==> config.mk <==
export PLATFORM = sky130hd
export DESIGN_NAME = sdram_ring_scheduler
export DESIGN_NICKNAME = d
export VERILOG_FILES = /design/src/rtl/sdram_sched_pkg.sv /design/src/rtl/sdram_ring_scheduler_ring_pointer.sv /design/src/rtl/sdram_ring_scheduler.sv
export SDC_FILE = /design/constraint.sdc
export NUM_CORES = 1
export LEC_CHECK = 0
export BUFFER_PORTS_ARGS = -buffer_cell sky130_fd_sc_hd__buf_2
export CAP_MARGIN = 20
export CORE_MARGIN = 5
export CORE_UTILIZATION = 40
export DETAILED_ROUTE_END_ITERATION = 7
export PLACE_DENSITY_LB_ADDON = 0.15
export REMOVE_ABC_BUFFERS = 1
export SLEW_MARGIN = 15
export SYNTH_ARGS = -nofsm -noshare
export SYNTH_HDL_FRONTEND = slang
export SYNTH_SLANG_ARGS = --single-unit
==> constraint.sdc <==
create_clock -name clk -period 3.3 [get_ports clk]
set_input_delay 0.66 -clock clk [delete_from_list [all_inputs] [get_ports clk]]
set_output_delay 0.66 -clock clk [all_outputs]
set_load 0.01 [all_outputs]
==> src/rtl/sdram_sched_pkg.sv <==
// ============================================================================
// Module      : sdram_sched_pkg
// Description : Shared encodings and default geometry for the SDRAM ring
//               scheduler.
// Revision    : 1.0 - initial release
// ============================================================================
`default_nettype none

package sdram_sched_pkg;

  typedef enum logic [1:0] {
    S_IDLE    = 2'd0,
    S_WR_BUSY = 2'd1,
    S_RD_BUSY = 2'd2
  } state_e;

  typedef enum logic {
    WRITE = 1'b0,
    READ  = 1'b1
  } side_e;

  localparam int DEF_BURST_BYTES = 8;
  localparam int DEF_RING_BYTES  = 67108864;

endpackage

`default_nettype wire

==> src/rtl/sdram_ring_scheduler_ring_pointer.sv <==
// ============================================================================
// Module      : ring_pointer
// Description : Byte pointer with synchronous clear and burst-sized advance
//               that wraps to zero at the ring size.
// Revision    : 1.0 - initial release
// ============================================================================
`default_nettype none

module ring_pointer
  import sdram_sched_pkg::*;
#(
  parameter int ADDR_W      = 30,
  parameter int BURST_BYTES = DEF_BURST_BYTES,
  parameter int RING_BYTES  = DEF_RING_BYTES
) (
  input  logic              clk,
  input  logic              reset,
  input  logic              clr_i,
  input  logic              adv_i,
  output logic [ADDR_W-1:0] ptr_o
);

  localparam logic [ADDR_W-1:0] BURST_L = ADDR_W'(BURST_BYTES);
  localparam logic [ADDR_W-1:0] RING_L  = ADDR_W'(RING_BYTES);

  logic [ADDR_W-1:0] ptr_q;
  logic [ADDR_W-1:0] ptr_d;
  logic [ADDR_W-1:0] ptr_inc;

  always_comb begin
    ptr_inc = ptr_q + BURST_L;
    ptr_d   = ptr_q;
    if (clr_i) begin
      ptr_d = '0;
    end else if (adv_i) begin
      ptr_d = (ptr_inc == RING_L) ? '0 : ptr_inc;
    end
  end

  always_ff @(posedge clk) begin
    if (reset) begin
      ptr_q <= '0;
    end else begin
      ptr_q <= ptr_d;
    end
  end

  assign ptr_o = ptr_q;

endmodule

`default_nettype wire

==> src/rtl/sdram_ring_scheduler.sv <==
// ============================================================================
// Module      : sdram_ring_scheduler
// Description : Round-robin grant of the shared MIG command port between the
//               write and read engines; owns ring pointers, fill and status.
//               Optional busy watchdog enabled by SDRAM_SCHED_TIMEOUT_EN.
// Revision    : 1.0 - initial release
// ============================================================================
`default_nettype none

module sdram_ring_scheduler
  import sdram_sched_pkg::*;
#(
  parameter int ADDR_W         = 30,
  parameter int BURST_BYTES    = DEF_BURST_BYTES,
  parameter int RING_BYTES     = DEF_RING_BYTES,
  parameter int TIMEOUT_CYCLES = 1024
) (
  input  logic              clk,
  input  logic              reset,
  input  logic              calib_done,
  input  logic              writes_en,
  input  logic              reads_en,
  input  logic              flush,
  input  logic              wr_req,
  input  logic              rd_req,
  input  logic              xfer_done,
  output logic              wr_gnt,
  output logic              rd_gnt,
  output logic [ADDR_W-1:0] wr_addr,
  output logic [ADDR_W-1:0] rd_addr,
  output logic [ADDR_W-1:0] fill_bytes,
  output logic              ring_empty,
  output logic              ring_full,
  output logic              overflow,
  output logic              timeout
);

  localparam logic [ADDR_W-1:0] BURST_L  = ADDR_W'(BURST_BYTES);
  localparam logic [ADDR_W-1:0] FULL_THR = ADDR_W'(RING_BYTES - BURST_BYTES);

  if ((TIMEOUT_CYCLES < 1) || ((RING_BYTES % BURST_BYTES) != 0)) begin : g_bad_cfg
    $error("sdram_ring_scheduler: illegal parameter combination");
  end

  state_e            state_q, state_d;
  side_e             last_q, last_d;
  logic              wr_gnt_q, wr_gnt_d;
  logic              rd_gnt_q, rd_gnt_d;
  logic [ADDR_W-1:0] fill_q, fill_d;
  logic              full_q, empty_q;
  logic              ovf_q, ovf_d;
  logic              fpend_q, fpend_d;
  logic              ptr_clr, wr_adv, rd_adv;
  logic              wr_ok, rd_ok, flushing, tmo_hit;

  always_comb begin
    wr_ok    = calib_done & writes_en & wr_req & ~full_q;
    rd_ok    = calib_done & reads_en & rd_req & (fill_q >= BURST_L);
    flushing = fpend_q | flush;
    state_d  = state_q;
    last_d   = last_q;
    wr_gnt_d = wr_gnt_q;
    rd_gnt_d = rd_gnt_q;
    fill_d   = fill_q;
    ovf_d    = ovf_q;
    fpend_d  = fpend_q;
    ptr_clr  = 1'b0;
    wr_adv   = 1'b0;
    rd_adv   = 1'b0;
    case (state_q)
      S_IDLE: begin
        if (flush) begin
          ptr_clr = 1'b1;
          fill_d  = '0;
          ovf_d   = 1'b0;
        end else begin
          if (calib_done & writes_en & wr_req & full_q) ovf_d = 1'b1;
          // On a tie the side not served last wins.
          if (wr_ok && (!rd_ok || last_q == READ)) begin
            state_d  = S_WR_BUSY;
            wr_gnt_d = 1'b1;
          end else if (rd_ok) begin
            state_d  = S_RD_BUSY;
            rd_gnt_d = 1'b1;
          end
        end
      end
      S_WR_BUSY, S_RD_BUSY: begin
        if (flush) fpend_d = 1'b1;
        if (xfer_done) begin
          state_d  = S_IDLE;
          wr_gnt_d = 1'b0;
          rd_gnt_d = 1'b0;
          fpend_d  = 1'b0;
          last_d   = (state_q == S_WR_BUSY) ? WRITE : READ;
          // A flush seen during the burst supersedes its pointer advance.
          if (flushing) begin
            ptr_clr = 1'b1;
            fill_d  = '0;
            ovf_d   = 1'b0;
          end else if (state_q == S_WR_BUSY) begin
            wr_adv = 1'b1;
            fill_d = fill_q + BURST_L;
          end else begin
            rd_adv = 1'b1;
            fill_d = fill_q - BURST_L;
          end
        end else if (tmo_hit) begin
          state_d  = S_IDLE;
          wr_gnt_d = 1'b0;
          rd_gnt_d = 1'b0;
          fpend_d  = 1'b0;
        end
      end
      default: state_d = S_IDLE;
    endcase
  end

  always_ff @(posedge clk) begin
    if (reset) begin
      state_q  <= S_IDLE;
      last_q   <= READ;
      wr_gnt_q <= 1'b0;
      rd_gnt_q <= 1'b0;
      fill_q   <= '0;
      full_q   <= 1'b0;
      empty_q  <= 1'b1;
      ovf_q    <= 1'b0;
      fpend_q  <= 1'b0;
    end else begin
      state_q  <= state_d;
      last_q   <= last_d;
      wr_gnt_q <= wr_gnt_d;
      rd_gnt_q <= rd_gnt_d;
      fill_q   <= fill_d;
      full_q   <= (fill_d > FULL_THR);
      empty_q  <= (fill_d == '0);
      ovf_q    <= ovf_d;
      fpend_q  <= fpend_d;
    end
  end

`ifdef SDRAM_SCHED_TIMEOUT_EN
  localparam int CNT_W = $clog2(TIMEOUT_CYCLES + 1);

  logic [CNT_W-1:0] busy_cnt_q;
  logic             timeout_q;

  assign tmo_hit = (state_q != S_IDLE) && !xfer_done &&
                   (busy_cnt_q == CNT_W'(TIMEOUT_CYCLES - 1));

  always_ff @(posedge clk) begin
    if (reset) begin
      busy_cnt_q <= '0;
      timeout_q  <= 1'b0;
    end else begin
      busy_cnt_q <= (state_q != S_IDLE && state_d != S_IDLE) ? busy_cnt_q + 1'b1 : '0;
      if (tmo_hit) timeout_q <= 1'b1;
    end
  end

  assign timeout = timeout_q;
`else
  assign tmo_hit = 1'b0;
  assign timeout = 1'b0;
`endif

  ring_pointer #(
    .ADDR_W      (ADDR_W),
    .BURST_BYTES (BURST_BYTES),
    .RING_BYTES  (RING_BYTES)
  ) u_wr_ptr (
    .clk   (clk),
    .reset (reset),
    .clr_i (ptr_clr),
    .adv_i (wr_adv),
    .ptr_o (wr_addr)
  );

  ring_pointer #(
    .ADDR_W      (ADDR_W),
    .BURST_BYTES (BURST_BYTES),
    .RING_BYTES  (RING_BYTES)
  ) u_rd_ptr (
    .clk   (clk),
    .reset (reset),
    .clr_i (ptr_clr),
    .adv_i (rd_adv),
    .ptr_o (rd_addr)
  );

  assign wr_gnt     = wr_gnt_q;
  assign rd_gnt     = rd_gnt_q;
  assign fill_bytes = fill_q;
  assign ring_full  = full_q;
  assign ring_empty = empty_q;
  assign overflow   = ovf_q;

endmodule

`default_nettype wire

==> impl_metrics.csv, run 1 <==
group,metric,value,unit
critical_path,required,3560,ps
finish,final_cell_mix,"117 x nor2_1, 97 x buf_2, 93 x dfxtp_1, 66 x nand2_1, 48 x nand3_1",
placement,hpwlAfterDp,14.2,mm
timing,relSlewSlack,54.1,%
finish,layout-drive-gt1-share,18.1,%
critical_path,cp_max_fo,26,
detailed_routing,drt_wl_total,19.6,mm
critical_path,crit_type,"flip-flop to flip-flop",
timing,finalSetupViolations,0,
critical_path,cpMostUsedCell,"nor4_1",
detailed_routing,drc,0,
clocking,cts_hold_buf,0,
timing,holdWs,483,ps
floorplan,io_pins,105,
clocking,clockBufferDepth,2,
critical_path,critPathSlowestCell,"a221oi_1",
detailed_routing,num_vias,6671,
placement,place.gp.congestion,0.938,
finish,final_common_cell,"nor2_1",
synthesis,async_flop_share,0,%
synthesis,yosysTopAreaCell,"dfxtp_1",
placement,portBuffers,97,
clocking,cts.sink_count,93,
synthesis,synth-seq-area-share,29.5,%
synthesis,synth_warnings,0,
clocking,post_cts_buffers,0,
clocking,clkLatencyLatePin,360,ps
finish,antenna_cells,0,
synthesis,ys_ff_latch,93,
power_and_ir_drop,power_density,573,mW/mm2
clocking,path_clk_slew,70,ps
global_route,antenna_found_initial,0,
global_route,grt_max_degree,38,
synthesis,netlist_area,0.00631,mm2
status,outcome,"completed",
critical_path,end_kind,"flip-flop",
power_and_ir_drop,ir_drop,0.321,mV
floorplan,rows,46,
synthesis,synth_top_area_share,29.5,%
synthesis,synth_edf_count,0,
clocking,cts_tree,"yes",
floorplan,die-area,0.0184,mm2
detailed_routing,top_layer,"met4",
clocking,htreeDepth,3,
clocking,cts_resized,0,
detailed_routing,wl_met2,8.93,mm
power_and_ir_drop,p_leak,0.00311,uW
detailed_routing,wirelength_met1,8.73,mm
timing,fin_skew,12.7,ps
timing,hold_viol,0,
synthesis,syn_area_per_cell,7.32,um2
finish,multi_input_area,0.00411,mm2
detailed_routing,vias_per_cell,5.72,
synthesis,synth_area_leaders,"dfxtp_1 30%, nor2_1 7.0%, xor2_1 6.0%",
detailed_routing,met3WireLength,1.48,mm
floorplan,start_util,40.3,%
detailed_routing,ant_nets,0,
synthesis,synth_cell_types,69,
detailed_routing,first_pass_iters,5,
placement,dp.cells,1151,
finish,register_area,0.00186,mm2
synthesis,synth_ff_type,"dfxtp_1",
floorplan,fp.dieH,136,um
timing,post-route-period-util,97.4,%
run,max_cap_violations,0,
synthesis,synthCells,861,
finish,area_growth,17.5,%
timing,fmax,311,MHz
global_route,grt_pass1_wl,31.0,mm
critical_path,cp.arrival,3470,ps
hold_path,hp-class,"flip-flop to flip-flop",
timing,slew_viol_final,0,
critical_path,start_kind,"flip-flop",
global_route,grt_usage,20.9,%
floorplan,die_x,136,um
detailed_routing,drt_iter0_markers,588,
timing,post-route-min-period,3210,ps
timing,rsz0062_at_grt,"false",
timing,worstMarginPinSlew,688,ps
power_and_ir_drop,p_total,4240,uW
detailed_routing,wl_per_cell,16.8,um
critical_path,crit_chain,"inv_1 -> ha_1 -> buf_12 -> nor4_1 -> nand3_1 -> a221oi_1 -> mux2i_1 -> nand2_1 -> nand4_1 -> nor4_1 -> a31o_1",
finish,instances_no_fill,1166,
clocking,cts_made_buffers,9,
floorplan,core_area,0.0157,mm2
global_route,overflow,0,
critical_path,max_stage_delay,660,ps
finish,nNetsFinal,962,
global_route,grt_pass1_vias,5922,
clocking,root_buffer,"clkbuf_16",
finish,n_fill_cell,1618,
## through the flow
step,setup slack (ps),utilization [%],area (um2),TNS (ps)
floorplan,-389,-,6020,-389
global placement,262,45.6,7130,0
detailed placement,267,45.6,7130,0
CTS,301,47.3,7410,0
global route,69.6,47.3,7410,0
finish,87.2,47.3,7410,0
## routing by layer
layer	global-route usage [%]	vias up
met5	0	-
met3	3.16	40
met2	33.8	321
met1	28.2	3046
met4	8.01	0
li1	-	3264
## registers in the layout, indices dropped and copies added, names as in the netlist
name	cells
rd_gnt	1
ring_full	1
ring_empty	1
fill_bytes	30
state_q	2
wr_gnt	1
u_rd_ptr.ptr_o	27
overflow	1
u_wr_ptr.ptr_o	27
fpend_q	1
last_q	1
## cell type report
class / count / area share [%]
well taps: 216 / 3.65
flip-flops and latches: 93 / 25.1
multi-input cells: 686 / 55.5
clock buffers: 12 / 3.46
inverters: 14 / 0.709
repair buffers: 142 / 11.3
clock inverters: 3 / 0.287
## cell usage after synthesis (5+ instances only)
cell type	instances
nand3_1	48
nor2_1	117
and3_1	18
nor4_1	21
clkbuf_1	62
or4_1	16
inv_1	14
xor2_1	43
or3_1	18
nor2b_1	13
dfxtp_1	93
nand2b_1	8
a211oi_1	6
o211ai_1	5
nand2_1	66
o22ai_1	9
mux2i_1	7
a21o_1	5
and4_1	12
a31oi_1	11
a21oi_1	47
o21ai_0	24
o31ai_1	6
xnor2_1	22
and2_1	14
nor3_1	26
nand3b_1	5
buf_4	7
nand4_1	44
ha_1	7
## critical path: cells and delay by family, from the launching register on
kind	cells	cell delay [ps]
simple gates	5	990
compound gates	2	850
flops	1	330
fa+ha+maj	1	330
buf+inv	2	300
mux	1	300
## final timing paths
path | startpoint | to | slack [ps] | cells after the start
setup / recovery | state_q[1] | ring_full | 90 | 11
setup reg to reg | state_q[1] | ring_full | 90 | 11
hold reg to reg | u_rd_ptr.ptr_o[26] | u_rd_ptr.ptr_o[26] | 480 | 2
hold / removal | u_rd_ptr.ptr_o[26] | u_rd_ptr.ptr_o[26] | 480 | 2
## power breakdown
| part | internal [uW] | switching, uW | total [uW] |
|---|---|---|---|
| clock | 549 | 466 | 1020 |
| combinational | 758 | 1170 | 1930 |
| sequential | 1200 | 95.9 | 1300 |
| total | 2510 | 1730 | 4240 |
## kinds of logic after synthesis
family	Yosys count	share of synthesized area, %
AOI/OAI and AO/OA	154	15.8
muxes	10	1.65
xor gates and xnor gates	65	9.03
other	1	0.0595
and+or+nand+nor	443	36.7
buffers and inverters	88	5.79
adders and majority gates	7	1.39
DFF	93	29.5
Note: power is estimated with default switching activity, not from simulation.
==> inputs of run 2 (changes only) <==
--- a/config.mk
+++ b/config.mk
@@ -8,7 +8,7 @@
 export BUFFER_PORTS_ARGS = -buffer_cell sky130_fd_sc_hd__buf_2
 export CAP_MARGIN = 20
 export CORE_MARGIN = 5
-export CORE_UTILIZATION = 40
+export CORE_UTILIZATION = 43
 export DETAILED_ROUTE_END_ITERATION = 7
 export PLACE_DENSITY_LB_ADDON = 0.15
 export REMOVE_ABC_BUFFERS = 1
==> impl_metrics.csv, run 2 (synthesized netlist as in run 1, its figures left out) <==
group,metric,value,unit
status,outcome,"completed",
timing,post-route-min-period,3040,ps
power_and_ir_drop,ir_drop,0.364,mV
clocking,path_clk_slew,70,ps
timing,fin_skew,9.05,ps
placement,place_ws,308,ps
clocking,clockBufferDepth,2,
timing,finalSetupViolations,0,
critical_path,max_stage_delay,470,ps
clocking,cts.sink_count,93,
detailed_routing,vias_per_cell,5.85,
power_and_ir_drop,p_total,4280,uW
detailed_routing,drt_iter0_markers,526,
critical_path,critPathSlowestCell,"ha_1",
finish,n_fill_cell,1475,
critical_path,cp.arrival,3320,ps
detailed_routing,drc,0,
global_route,grt_pass1_vias,5942,
timing,rsz0062_at_grt,"false",
critical_path,end_kind,"flip-flop",
power_and_ir_drop,p_leak,0.00310,uW
floorplan,rows,44,
detailed_routing,wl_met2,8.51,mm
timing,worst_slack,265,ps
finish,nNetsFinal,958,
global_route,antenna_found_initial,0,
critical_path,required,3590,ps
clocking,cts_hold_buf,0,
floorplan,start_util,43.6,%
floorplan,core_area,0.0145,mm2
detailed_routing,drt_wl_total,18.8,mm
global_route,grt_usage,21.2,%
clocking,cts_tree,"yes",
clocking,cts_resized,0,
timing,slew_viol_final,0,
hold_path,hp-class,"flip-flop to flip-flop",
global_route,grt_pass1_wl,31.3,mm
global_route,overflow,0,
finish,instances_no_fill,1130,
detailed_routing,ant_nets,0,
detailed_routing,wl_per_cell,16.6,um
finish,final_cell_mix,"117 x nor2_1, 97 x buf_2, 93 x dfxtp_1, 66 x nand2_1, 48 x nand3_1",
timing,worstMarginPinSlew,642,ps
placement,portBuffers,97,
finish,area_growth,16.7,%
finish,antenna_cells,0,
timing,fmax,329,MHz
clocking,cts_made_buffers,9,
power_and_ir_drop,power_density,581,mW/mm2
placement,place.gp.congestion,0.923,
detailed_routing,num_vias,6612,
clocking,htreeDepth,3,
finish,largest_reg_flops,30,
finish,multi_input_area,0.00411,mm2
timing,relSlewSlack,56.8,%
run,max_cap_violations,0,
critical_path,crit_chain,"inv_1 -> ha_1 -> and4_1 -> a32o_1 -> and3_1 -> o22ai_1 -> or3_1 -> or4_1 -> nor4_1 -> a31o_1",
detailed_routing,first_pass_iters,5,
timing,holdWs,498,ps
critical_path,crit_type,"flip-flop to flip-flop",
critical_path,cp_max_fo,13,
finish,final_design_area_no_fill,0.00736,mm2
floorplan,die_x,131,um
floorplan,die-area,0.0172,mm2
global_route,grt_max_degree,39,
timing,post-route-period-util,92.0,%
detailed_routing,wirelength_met1,8.70,mm
timing,hold_viol,0,
finish,layout-drive-gt1-share,17.7,%
placement,dp.cells,1115,
placement,hpwlAfterDp,13.7,mm
clocking,clkLatencyLatePin,350,ps
clocking,post_cts_buffers,0,
placement,post_dp_cell_area,0.00705,mm2
detailed_routing,met3WireLength,1.16,mm
floorplan,fp.dieH,131,um
finish,final_common_cell,"nor2_1",
clocking,root_buffer,"clkbuf_16",
floorplan,io_pins,105,
critical_path,start_kind,"flip-flop",
finish,register_area,0.00186,mm2
detailed_routing,top_layer,"met4",
[run 2: critical path, delay by kind of cell, from the launching register on]
kind	cells	cell delay, ps
buffers and inverters	1	100
AND/OR/NAND/NOR	5	1590
AO/OA/AOI/OAI	3	510
flip-flops	1	310
adder cells (fa/ha/maj)	1	470
[run 2: path summary, 6_finish.rpt]
check | from | to | slack [ps] | cells after the start
worst max register to register | state_q[1] | ring_full | 260 | 10
worst max-delay path | state_q[1] | ring_full | 260 | 10
worst min-delay path | fill_bytes[1] | fill_bytes[1] | 500 | 1
worst min register to register | fill_bytes[1] | fill_bytes[1] | 500 | 1
[run 2: power by group]
group,switching (uW),internal (uW),total [uW]
Combinational,1120,743,1870
Clock,449,661,1110
Sequential,96.0,1200,1300
Total,1670,2610,4280
[run 2: per-stage QoR]
step | TNS, ps | util, %
after floorplan | -389 | -
after global placement | 0 | 48.7
final | 0 | 50.8
after global routing | 0 | 50.8
after detailed placement | 0 | 48.7
after CTS | 0 | 50.8
[run 2: layout make-up]
cell class,count,share of cell area [%]
Clock buffer,11,3.16
Clock inverter,4,1.00
Inverter,14,0.714
Multi-Input combinational cell,686,55.9
Sequential cell,93,25.3
Tap cell,184,3.13
Timing Repair Buffer,138,10.8
[run 2: per-layer routing]
layer	vias up	GRT usage [%]
li1	3272	-
met1	3062	30.0
met2	245	32.8
met3	33	3.40
met4	0	7.45
met5	-	0
==> inputs of run 3 (changes only) <==
--- a/config.mk
+++ b/config.mk
@@ -7,8 +7,10 @@
 export LEC_CHECK = 0
 export BUFFER_PORTS_ARGS = -buffer_cell sky130_fd_sc_hd__buf_2
 export CAP_MARGIN = 20
+export CELL_PAD_IN_SITES_DETAIL_PLACEMENT = 0
+export CELL_PAD_IN_SITES_GLOBAL_PLACEMENT = 1
 export CORE_MARGIN = 5
-export CORE_UTILIZATION = 43
+export CORE_UTILIZATION = 41
 export DETAILED_ROUTE_END_ITERATION = 7
 export PLACE_DENSITY_LB_ADDON = 0.15
 export REMOVE_ABC_BUFFERS = 1
==> impl_metrics.csv, run 3 (synthesized netlist as in run 1, its figures left out) <==
group,metric,value,unit
floorplan,core_area,0.0151,mm2
global_route,grt_usage,21.6,%
finish,instances_no_fill,1143,
critical_path,start_kind,"flip-flop",
timing,finalSetupViolations,0,
floorplan,io_pins,105,
power_and_ir_drop,ir_drop,0.301,mV
placement,place.gp.congestion,0.986,
power_and_ir_drop,p_leak,0.00314,uW
status,outcome,"completed",
timing,post-route-min-period,2970,ps
timing,worst_slack,327,ps
clocking,cts.sink_count,93,
finish,largest_reg_flops,30,
finish,layout-drive-gt1-share,18.7,%
detailed_routing,drc,0,
clocking,path_clk_slew,70,ps
timing,fin_skew,5.10,ps
finish,n_fill_cell,1534,
floorplan,start_util,41.6,%
timing,fmax,336,MHz
finish,final_cell_mix,"117 x nor2_1, 97 x buf_2, 93 x dfxtp_1, 66 x nand2_1, 49 x buf_4",
critical_path,end_kind,"flip-flop",
finish,multi_input_area,0.00412,mm2
global_route,grt_pass1_vias,6099,
run,max_cap_violations,0,
clocking,root_buffer,"clkbuf_16",
finish,nNetsFinal,966,
detailed_routing,first_pass_iters,5,
global_route,grt_pass1_wl,31.9,mm
floorplan,fp.dieH,134,um
timing,slew_viol_final,0,
placement,hpwlAfterDp,14.6,mm
global_route,grt_max_degree,38,
global_route,overflow,0,
critical_path,crit_type,"flip-flop to flip-flop",
power_and_ir_drop,p_total,4330,uW
floorplan,die_x,134,um
timing,worstMarginPinSlew,702,ps
detailed_routing,num_vias,6754,
finish,final_common_cell,"nor2_1",
hold_path,hp-class,"flip-flop to flip-flop",
detailed_routing,drt_iter0_markers,422,
critical_path,required,3530,ps
clocking,clkLatencyLatePin,360,ps
clocking,cts_made_buffers,9,
finish,register_area,0.00186,mm2
detailed_routing,wl_per_cell,17.3,um
timing,setup-tns-final,0,ps
placement,dp.cells,1127,
timing,rsz0062_at_grt,"false",
floorplan,rows,45,
detailed_routing,vias_per_cell,5.91,
timing,post-route-period-util,90.1,%
clocking,clockBufferDepth,2,
finish,antenna_cells,0,
placement,portBuffers,97,
critical_path,cp_max_fo,4,
timing,relSlewSlack,52.8,%
power_and_ir_drop,power_density,583,mW/mm2
finish,area_growth,17.8,%
global_route,antenna_found_initial,0,
clocking,post_cts_buffers,0,
placement,place_ws,265,ps
detailed_routing,ant_nets,0,
clocking,cts_tree,"yes",
clocking,htreeDepth,3,
critical_path,cp.arrival,3200,ps
floorplan,die-area,0.0180,mm2
timing,hold_viol,0,
detailed_routing,drt_wl_total,19.7,mm
run 3: cell types whose count changed in the layout (fill, tap and decap cells not counted), sizes merged:
cell	before	now
buf	138	146
bufinv	2	1
clkinvlp	0	1
inv	14	15
run 3: through the flow:
stage | hold slack (ps) | utilization (%) | area (um2)
CTS | 489 | 49.0 | 7420
floorplan | 460 | - | 6020
finish | 485 | 49.0 | 7430
global placement | 463 | 47.0 | 7120
global route | 508 | 49.0 | 7430
detailed placement | 471 | 47.0 | 7120
run 3: critical path: stages, from the launching register on:
cell	delay [ps]
dfxtp_1	310
or4_1	610
or4_1	580
o31ai_1	660
o21a_1	260
nor2b_1	140
o21ai_0	80
a21oi_1	160
nor2_1	50
run 3: power by group:
group / internal [uW] / leakage (uW) / total (uW) / switching (uW)
Clock: 629 / 0.000152 / 1100 / 473
Sequential: 1200 / 0.000751 / 1290 / 89.1
Combinational: 777 / 0.00224 / 1940 / 1160
Total: 2610 / 0.00314 / 4330 / 1720
run 3: worst paths after layout:
kind | slack [ps] | from | cells after the start | end
setup / recovery | 330 | fill_bytes[17] | 8 | wr_gnt
hold / removal | 490 | fill_bytes[2] | 1 | fill_bytes[2]
setup reg to reg | 330 | fill_bytes[17] | 8 | wr_gnt
hold reg to reg | 490 | fill_bytes[2] | 1 | fill_bytes[2]
run 3: cell type report:
class | count | area share (%)
tap | 188 | 3.17
multi-input combinational | 686 | 55.4
timing repair buffer | 146 | 11.5
clock inverter | 5 | 0.758
sequential | 93 | 25.1
clock buffer | 11 | 3.40
inverter | 14 | 0.708
run 3: timing repair:
| item | 4_1_cts | 5_1_grt |
|---|---|---|
| hold buffers | 0 | 0 |
| setup endpoints to repair | 0 | 1 |
| gates resized for setup | 0 | 1 |
run 3: metal layers:
layer | vias up | wire (um) | GRT usage, %
li1 | 3287 | - | -
met1 | 3200 | 9190 | 29.9
met2 | 236 | 8910 | 33.8
met3 | 31 | 1280 | 3.98
met4 | 0 | 362 | 7.47
met5 | - | 0 | 0
